--- config.mk ---
export PLATFORM = sky130hd
export DESIGN_NAME = sub_div_ctrl_flat
export DESIGN_NICKNAME = d
export VERILOG_FILES = /design/src/rtl/sub_div_ctrl_if.sv /design/src/rtl/sub_div_ctrl.sv /design/src/flat_wrapper.sv
export SDC_FILE = /design/constraint.sdc
export NUM_CORES = 1
export LEC_CHECK = 0
export BUFFER_PORTS_ARGS = -buffer_cell sky130_fd_sc_hd__buf_2
export CAP_MARGIN = 20
export CORE_MARGIN = 5
export CORE_UTILIZATION = 57
export CTS_BUF_LIST = sky130_fd_sc_hd__clkbuf_8
export CTS_CLUSTER_DIAMETER = 50
export DETAILED_ROUTE_END_ITERATION = 16
export GPL_TIMING_DRIVEN = 0
export PLACE_DENSITY = 0.79
export SYNTH_ARGS = -nofsm -noshare
export SYNTH_HDL_FRONTEND = slang
export SYNTH_SLANG_ARGS = --single-unit
export TNS_END_PERCENT = 50
--- constraint.sdc ---
create_clock -name i_clk -period 2.8 [get_ports i_clk]
set_input_delay 0.42 -clock i_clk [delete_from_list [all_inputs] [get_ports i_clk]]
set_output_delay 0.42 -clock i_clk [all_outputs]
set_load 0.005 [all_outputs]
--- src/rtl/sub_div_ctrl_if.sv ---
// -----------------------------------------------------------------------------
// sub_div_ctrl_if
//   Request/result bundle between a requesting master and the sequential
//   restoring divider (sub_div_ctrl).
//   Signals:
//     start        master -> divider  request, accepted only while idle
//     dividend     master -> divider  unsigned dividend, sampled on accept
//     divisor      master -> divider  unsigned divisor, sampled on accept
//     busy         divider -> master  high while iterating
//     done         divider -> master  one-cycle pulse, results valid
//     quotient     divider -> master  unsigned quotient
//     remainder    divider -> master  unsigned remainder
//     div_by_zero  divider -> master  set together with done when divisor == 0
// -----------------------------------------------------------------------------
interface sub_div_ctrl_if #(
    parameter int WIDTH = 4
);
    logic             start;
    logic [WIDTH-1:0] dividend;
    logic [WIDTH-1:0] divisor;
    logic             busy;
    logic             done;
    logic [WIDTH-1:0] quotient;
    logic [WIDTH-1:0] remainder;
    logic             div_by_zero;

    modport master (
        output start, dividend, divisor,
        input  busy, done, quotient, remainder, div_by_zero
    );

    modport slave (
        input  start, dividend, divisor,
        output busy, done, quotient, remainder, div_by_zero
    );
endinterface

--- src/rtl/sub_div_ctrl.sv ---
// -----------------------------------------------------------------------------
// sub_div_ctrl
//   Sequential restoring divider. One (WIDTH+1)-bit ripple borrow-chain
//   subtract stage is reused once per quotient bit, MSB first; the final
//   borrow-out decides each quotient bit and whether the partial remainder
//   is restored.
//   Ports:
//     i_clk  rising-edge clock
//     i_rst  asynchronous active-high reset
//     bus    sub_div_ctrl_if.slave (start/operands in, busy/done/results out)
// -----------------------------------------------------------------------------
module sub_div_ctrl #(
    parameter int WIDTH = 4
) (
    input  logic           i_clk,
    input  logic           i_rst,
    sub_div_ctrl_if.slave  bus
);

    localparam int CW = $clog2(WIDTH + 1);

    typedef enum logic [1:0] {
        S_IDLE = 2'd0,
        S_RUN  = 2'd1,
        S_DONE = 2'd2
    } state_t;

    state_t           r_state;
    state_t           w_state_nxt;
    logic [WIDTH-1:0] r_q;        // dividend shift register, fills with quotient bits
    logic [WIDTH-1:0] r_d;        // latched divisor
    logic [WIDTH-1:0] r_rem;      // partial remainder
    logic [CW-1:0]    r_cnt;      // iterations completed
    logic [WIDTH-1:0] r_quot;
    logic [WIDTH-1:0] r_rem_out;
    logic             r_dbz;
    logic             r_busy;
    logic             r_done;
    logic             w_busy_nxt;
    logic             w_done_nxt;
    logic             w_last;
    logic             w_div_zero;
    logic [WIDTH:0]   w_trial;
    logic [WIDTH:0]   w_sub;      // {borrow_out, diff[WIDTH-1:0]}
    logic             w_bo;
    logic [WIDTH-1:0] w_r_step;
    logic [WIDTH-1:0] w_q_step;

    // Ripple borrow-chain a - b with borrow-in 0. The top diff bit is not
    // produced: whenever it would be kept (no borrow) it is zero because R < D.
    function automatic logic [WIDTH:0] sub_borrow(input logic [WIDTH:0] a,
                                                  input logic [WIDTH:0] b);
        logic [WIDTH-1:0] d;
        logic             br;
        br = 1'b0;
        for (int i = 0; i < WIDTH; i++) begin
            d[i] = a[i] ^ b[i] ^ br;
            br   = (~a[i] & b[i]) | (~(a[i] ^ b[i]) & br);
        end
        br = (~a[WIDTH] & b[WIDTH]) | (~(a[WIDTH] ^ b[WIDTH]) & br);
        return {br, d};
    endfunction

    assign w_div_zero = (bus.divisor == {WIDTH{1'b0}});
    assign w_last     = (r_cnt == CW'(WIDTH - 1));
    assign w_trial    = {r_rem, r_q[WIDTH-1]};
    assign w_sub      = sub_borrow(w_trial, {1'b0, r_d});
    assign w_bo       = w_sub[WIDTH];
    // Borrow means the trial was smaller than D: restore and shift in a 0.
    assign w_r_step   = w_bo ? w_trial[WIDTH-1:0] : w_sub[WIDTH-1:0];
    assign w_q_step   = {r_q[WIDTH-2:0], ~w_bo};

    // FSM state register
    always_ff @(posedge i_clk or posedge i_rst) begin
        if (i_rst) begin
            r_state <= S_IDLE;
        end else begin
            r_state <= w_state_nxt;
        end
    end

    // FSM next-state decode
    always_comb begin
        w_state_nxt = r_state;
        case (r_state)
            S_IDLE: begin
                if (bus.start) begin
                    w_state_nxt = w_div_zero ? S_DONE : S_RUN;
                end else begin
                    w_state_nxt = S_IDLE;
                end
            end
            S_RUN: begin
                if (w_last) begin
                    w_state_nxt = S_DONE;
                end else begin
                    w_state_nxt = S_RUN;
                end
            end
            S_DONE:  w_state_nxt = S_IDLE;
            default: w_state_nxt = S_IDLE;
        endcase
    end

    // FSM output decode, looked up on the next state so the flags can be registered
    always_comb begin
        w_busy_nxt = 1'b0;
        w_done_nxt = 1'b0;
        case (w_state_nxt)
            S_RUN:   w_busy_nxt = 1'b1;
            S_DONE:  w_done_nxt = 1'b1;
            default: begin
                w_busy_nxt = 1'b0;
                w_done_nxt = 1'b0;
            end
        endcase
    end

    // Registered handshake flags
    always_ff @(posedge i_clk or posedge i_rst) begin
        if (i_rst) begin
            r_busy <= 1'b0;
            r_done <= 1'b0;
        end else begin
            r_busy <= w_busy_nxt;
            r_done <= w_done_nxt;
        end
    end

    // Datapath: operand capture, one restoring iteration per RUN cycle, result latch
    always_ff @(posedge i_clk or posedge i_rst) begin
        if (i_rst) begin
            r_q       <= {WIDTH{1'b0}};
            r_d       <= {WIDTH{1'b0}};
            r_rem     <= {WIDTH{1'b0}};
            r_cnt     <= {CW{1'b0}};
            r_quot    <= {WIDTH{1'b0}};
            r_rem_out <= {WIDTH{1'b0}};
            r_dbz     <= 1'b0;
        end else begin
            case (r_state)
                S_IDLE: begin
                    if (bus.start) begin
                        r_q   <= bus.dividend;
                        r_d   <= bus.divisor;
                        r_rem <= {WIDTH{1'b0}};
                        r_cnt <= {CW{1'b0}};
                        if (w_div_zero) begin
                            r_quot    <= {WIDTH{1'b1}};
                            r_rem_out <= bus.dividend;
                            r_dbz     <= 1'b1;
                        end else begin
                            r_dbz     <= 1'b0;
                        end
                    end
                end
                S_RUN: begin
                    r_q   <= w_q_step;
                    r_rem <= w_r_step;
                    r_cnt <= r_cnt + CW'(1);
                    if (w_last) begin
                        r_quot    <= w_q_step;
                        r_rem_out <= w_r_step;
                    end
                end
                default: begin
                    r_cnt <= r_cnt;
                end
            endcase
        end
    end

    assign bus.busy        = r_busy;
    assign bus.done        = r_done;
    assign bus.quotient    = r_quot;
    assign bus.remainder   = r_rem_out;
    assign bus.div_by_zero = r_dbz;

endmodule

--- src/flat_wrapper.sv ---
// flat-port wrapper written by rule: the top's interface ports become plain ports
module sub_div_ctrl_flat 
#(
    parameter int WIDTH = 4
)
  (i_clk, i_rst, bus_start, bus_dividend, bus_divisor, bus_busy, bus_done, bus_quotient, bus_remainder, bus_div_by_zero);
  sub_div_ctrl_if #(.WIDTH(WIDTH)) bus_i ();
  input  logic i_clk;
  input  logic i_rst;
  input wire logic [$bits(bus_i.start)-1:0] bus_start;
  input wire logic [$bits(bus_i.dividend)-1:0] bus_dividend;
  input wire logic [$bits(bus_i.divisor)-1:0] bus_divisor;
  output wire logic [$bits(bus_i.busy)-1:0] bus_busy;
  output wire logic [$bits(bus_i.done)-1:0] bus_done;
  output wire logic [$bits(bus_i.quotient)-1:0] bus_quotient;
  output wire logic [$bits(bus_i.remainder)-1:0] bus_remainder;
  output wire logic [$bits(bus_i.div_by_zero)-1:0] bus_div_by_zero;
  assign bus_i.start = bus_start;
  assign bus_i.dividend = bus_dividend;
  assign bus_i.divisor = bus_divisor;
  assign bus_busy = bus_i.busy;
  assign bus_done = bus_i.done;
  assign bus_quotient = bus_i.quotient;
  assign bus_remainder = bus_i.remainder;
  assign bus_div_by_zero = bus_i.div_by_zero;
  sub_div_ctrl #(.WIDTH(WIDTH)) u_core (.i_clk(i_clk), .i_rst(i_rst), .bus(bus_i));
endmodule
==> metrics.md <==
| Metric | Value |
|---|---|
| Max Slew Vio Count | `0` |
| Die Height | `58.8 µm` |
| H-tree level count | `1` |
| Vias in the first global route | `963` |
| PostCTS Resize Cnt | `0` |
| Cts bufs inserted | `3` |
| Endpoints failing setup | `0` |
| Diode count | `0` |
| Clock buffer depth | `2` |
| Critical Path Fanout Max | `5` |
| Die Wd | `58.8 µm` |
| TritonCTS clock tree | `yes` |
| Pwr Total | `1.88 mW` |
| Initial antenna violation count | `0` |
| Std cell rows | `17` |
| Yosys cell types | `29` |
| Final Core Density | `0.701` |
| Crit Path Class | `reg -> reg` |
| YS warnings | `0` |
| Logic pwr share | `0.479` |
| I/O pin total | `22` |
| CTS Root Cell | `clkbuf_8` |
| Global route overflow | `0` |
| Drt wl/cell | `16.0 µm` |
| Layout Nets | `160` |
| Most frequent cell after synthesis | `dfrtp_1` |
| Relative slew margins | `0.594` |
| Startpoint types | `register` |
| Max Clk Rate | `0.384 GHz` |
| Final ANT Viol Nets | `0` |
| Ys flop type | `dfrtp_1` |
| Post-CTS Setup Bufs | `0` |
| Setup tns final | `0 ps` |
| Worst hold path class | `in -> async` |
| Flops & latches, synth | `28` |
| Post-synthesis cell area | `1360 µm²` |
| CP required | `3000 ps` |
| DR vias | `951` |
| Post-synth top area share | `0.516` |
| GRT Total Usage | `0.178` |
| Fin. Hold Viols | `0` |
| Layout cells sized above 1 | `0.296` |
| List of most frequent post-synthesis cells | `28 x dfrtp_1, 16 x nand2_1, 11 x inv_1, 7 x mux2i_1, 5 x mux2_2` |
| Final period util | `0.931` |
| First-pass GRT wire length | `4.55 mm` |
| Drt pass-1 iters | `4` |
| Die area | `3460 µm²` |
| Area Overhead vs Synth | `16.4%` |
| Hold-fix buffers, CTS | `0` |
| Average vias per placed instance | `5.59` |
| Total core area | `2250 µm²` |
| Fillers | `179` |
| Initial Utilization | `0.603` |
| R2r setup slk | `190 ps` |
| Synthesized Nets | `133` |
| IO Port Bufs | `21` |
| Largest net degree at the start of global routing | `29` |
| DR DRC count | `0` |
| P_sw | `0.725 mW` |
| Power Density | `1190 nW/µm²` |
| Seq pwr share | `0.388` |
| Arr. time, crit path | `2800 ps` |
| Ys async rst share | `1.00` |
| Leak pwr | `0.765 nW` |
| Max-cap viol count | `0` |
| Maximum vdd drop | `0.775 mV` |
| Initial DRC count | `20` |
| Clock-pin slew on the worst setup and hold paths | `90 ps` |
| Total wire length | `2.72 mm` |
| Synth Instances | `116` |
| Synth top area cells | `dfrtp_1 52%, mux2i_1 5.2%, fa_1 4.4%` |
| Number of flops mapped to enable cells by yosys | `0` |
| Sequential share of the synthesized area | `0.516` |
| Sw frac | `0.386` |
| Hold Slack | `21.6 ps` |
| CP endpoint kind | `register` |
| Post-Route Skew | `4.89 ps` |
| Area leader, netlist | `dfrtp_1` |
| Clk pwr share | `0.133` |
| Internal | `1.16 mW` |
| Status | `complete, no violations` |
| RePlAce Congestion | `0.887` |
| # clock sinks | `28` |
| Syn_area_per_cell | `11.7 µm²` |
| Insertion delay to the later sink of the worst-skew pair | `280 ps` |
| Final min period | `2610 ps` |
| HPWL after DPL | `1.98 mm` |
| Worst-Margin Slew | `608 ps` |
| RSZ-0062 raised after global routing | `false` |
-- sequential cells by signal (all words and copies together) (netlist names) --
name,flops
u_core.r_state,2
u_core.bus.remainder,4
u_core.bus.done,1
u_core.bus.quotient,4
u_core.r_rem,4
u_core.r_q,4
u_core.bus.div_by_zero,1
u_core.bus.busy,1
u_core.r_d,4
u_core.r_cnt,3
-- cell usage in the layout, fill, tap and decap left out --
cell type | Yosys | final
dfrtp_1 | 28 | 28
buf_2 | 2 | 23
nand2_1 | 16 | 16
inv_1 | 11 | 11
mux2i_1 | 7 | 7
mux2_2 | 5 | 5
o22ai_1 | 4 | 4
nor3b_1 | 4 | 4
a211o_1 | 4 | 4
a211oi_1 | 4 | 4
a31oi_1 | 4 | 4
clkbuf_8 | 0 | 4
nor2_1 | 3 | 3
fa_1 | 3 | 3
ha_1 | 3 | 3
buf_6 | 2 | 2
o21ai_0 | 2 | 2
a21oi_1 | 2 | 2
nor4_4 | 1 | 1
nor3b_4 | 1 | 1
nand2b_2 | 1 | 1
buf_4 | 1 | 1
nand2b_1 | 1 | 1
o21bai_1 | 1 | 1
or2_2 | 1 | 1
and3b_1 | 1 | 1
a21o_1 | 1 | 1
mux2_4 | 1 | 1
a21o_2 | 1 | 1
a21boi_0 | 1 | 1
buf_16 | 0 | 1
-- cell type report --
class,count,area (µm²),area share
buffer,5,40.0,0.0253
multi-input combinational,72,577,0.365
sequential,28,701,0.443
clock buffer,4,55.1,0.0348
inverter,11,41.3,0.0261
timing repair buffer,22,133,0.0839
tap,28,35.0,0.0222
-- per-layer routing --
layer  share of wire  vias up  track usage
met3           0.040        7       0.0263
met2            0.48       20        0.284
met4           0.026        0        0.107
li1                -      454            -
met1            0.45      470        0.228
met5               0        -            0
-- power by group through the flow --
stage	combinational (mW)	clock (mW)	sequential, mW
floorplan	0.644	0	0.718
global placement	0.857	0	0.724
detailed placement	0.894	0	0.733
CTS	0.900	0.254	0.727
global route	1.02	0.278	0.751
finish	0.902	0.249	0.729
-- stage by stage --
step | instance area, µm² | cells | setup slack, ps
2_1_floorplan | 1360 | 116 | 442
3_3_place_gp | 1500 | 165 | 309
3_5_place_dp | 1500 | 165 | 274
4_1_cts | 1550 | 169 | 218
5_1_grt | 1580 | 170 | 69.5
6_report | 1580 | 170 | 195
-- worst max-delay path, cell delays in order (launching register included) --
cell and delay [ps]:
dfrtp_1 390, inv_1 60, ha_1 180, fa_1 380, fa_1 400, fa_1 450
nor3b_1 180, a211o_1 300, a31oi_1 190
-- cell families (layout without fill, tap and decap cells) --
kind of cell	after synthesis	in the layout	synth area share
and+or+nand+nor	29	29	0.126
DFF	28	28	0.516
AOI/OAI and AO/OA	24	24	0.122
buffers and inverters	16	42	0.0599
muxes	13	13	0.104
adders and majority gates	6	6	0.0718
-- final timing paths --
kind,start,cells past startpoint,to
max in group asynchronous,i_rst,3,u_core.r_rem[3]$_DFFE_PP0P_
min reg2reg,u_core.r_q[0]$_DFFE_PP0P_,2,u_core.r_q[0]$_DFFE_PP0P_
min,i_rst,2,u_core.bus.quotient[2]$_DFFE_PP0P_
max,u_core.r_q[3]$_DFFE_PP0P_,8,u_core.bus.remainder[1]$_DFFE_PP0P_
max reg2reg,u_core.r_q[3]$_DFFE_PP0P_,8,u_core.bus.remainder[1]$_DFFE_PP0P_
min in group i_clk,bus_dividend[0],3,u_core.bus.remainder[0]$_DFFE_PP0P_
No activity file was read; power rests on OpenSTA's default activity.
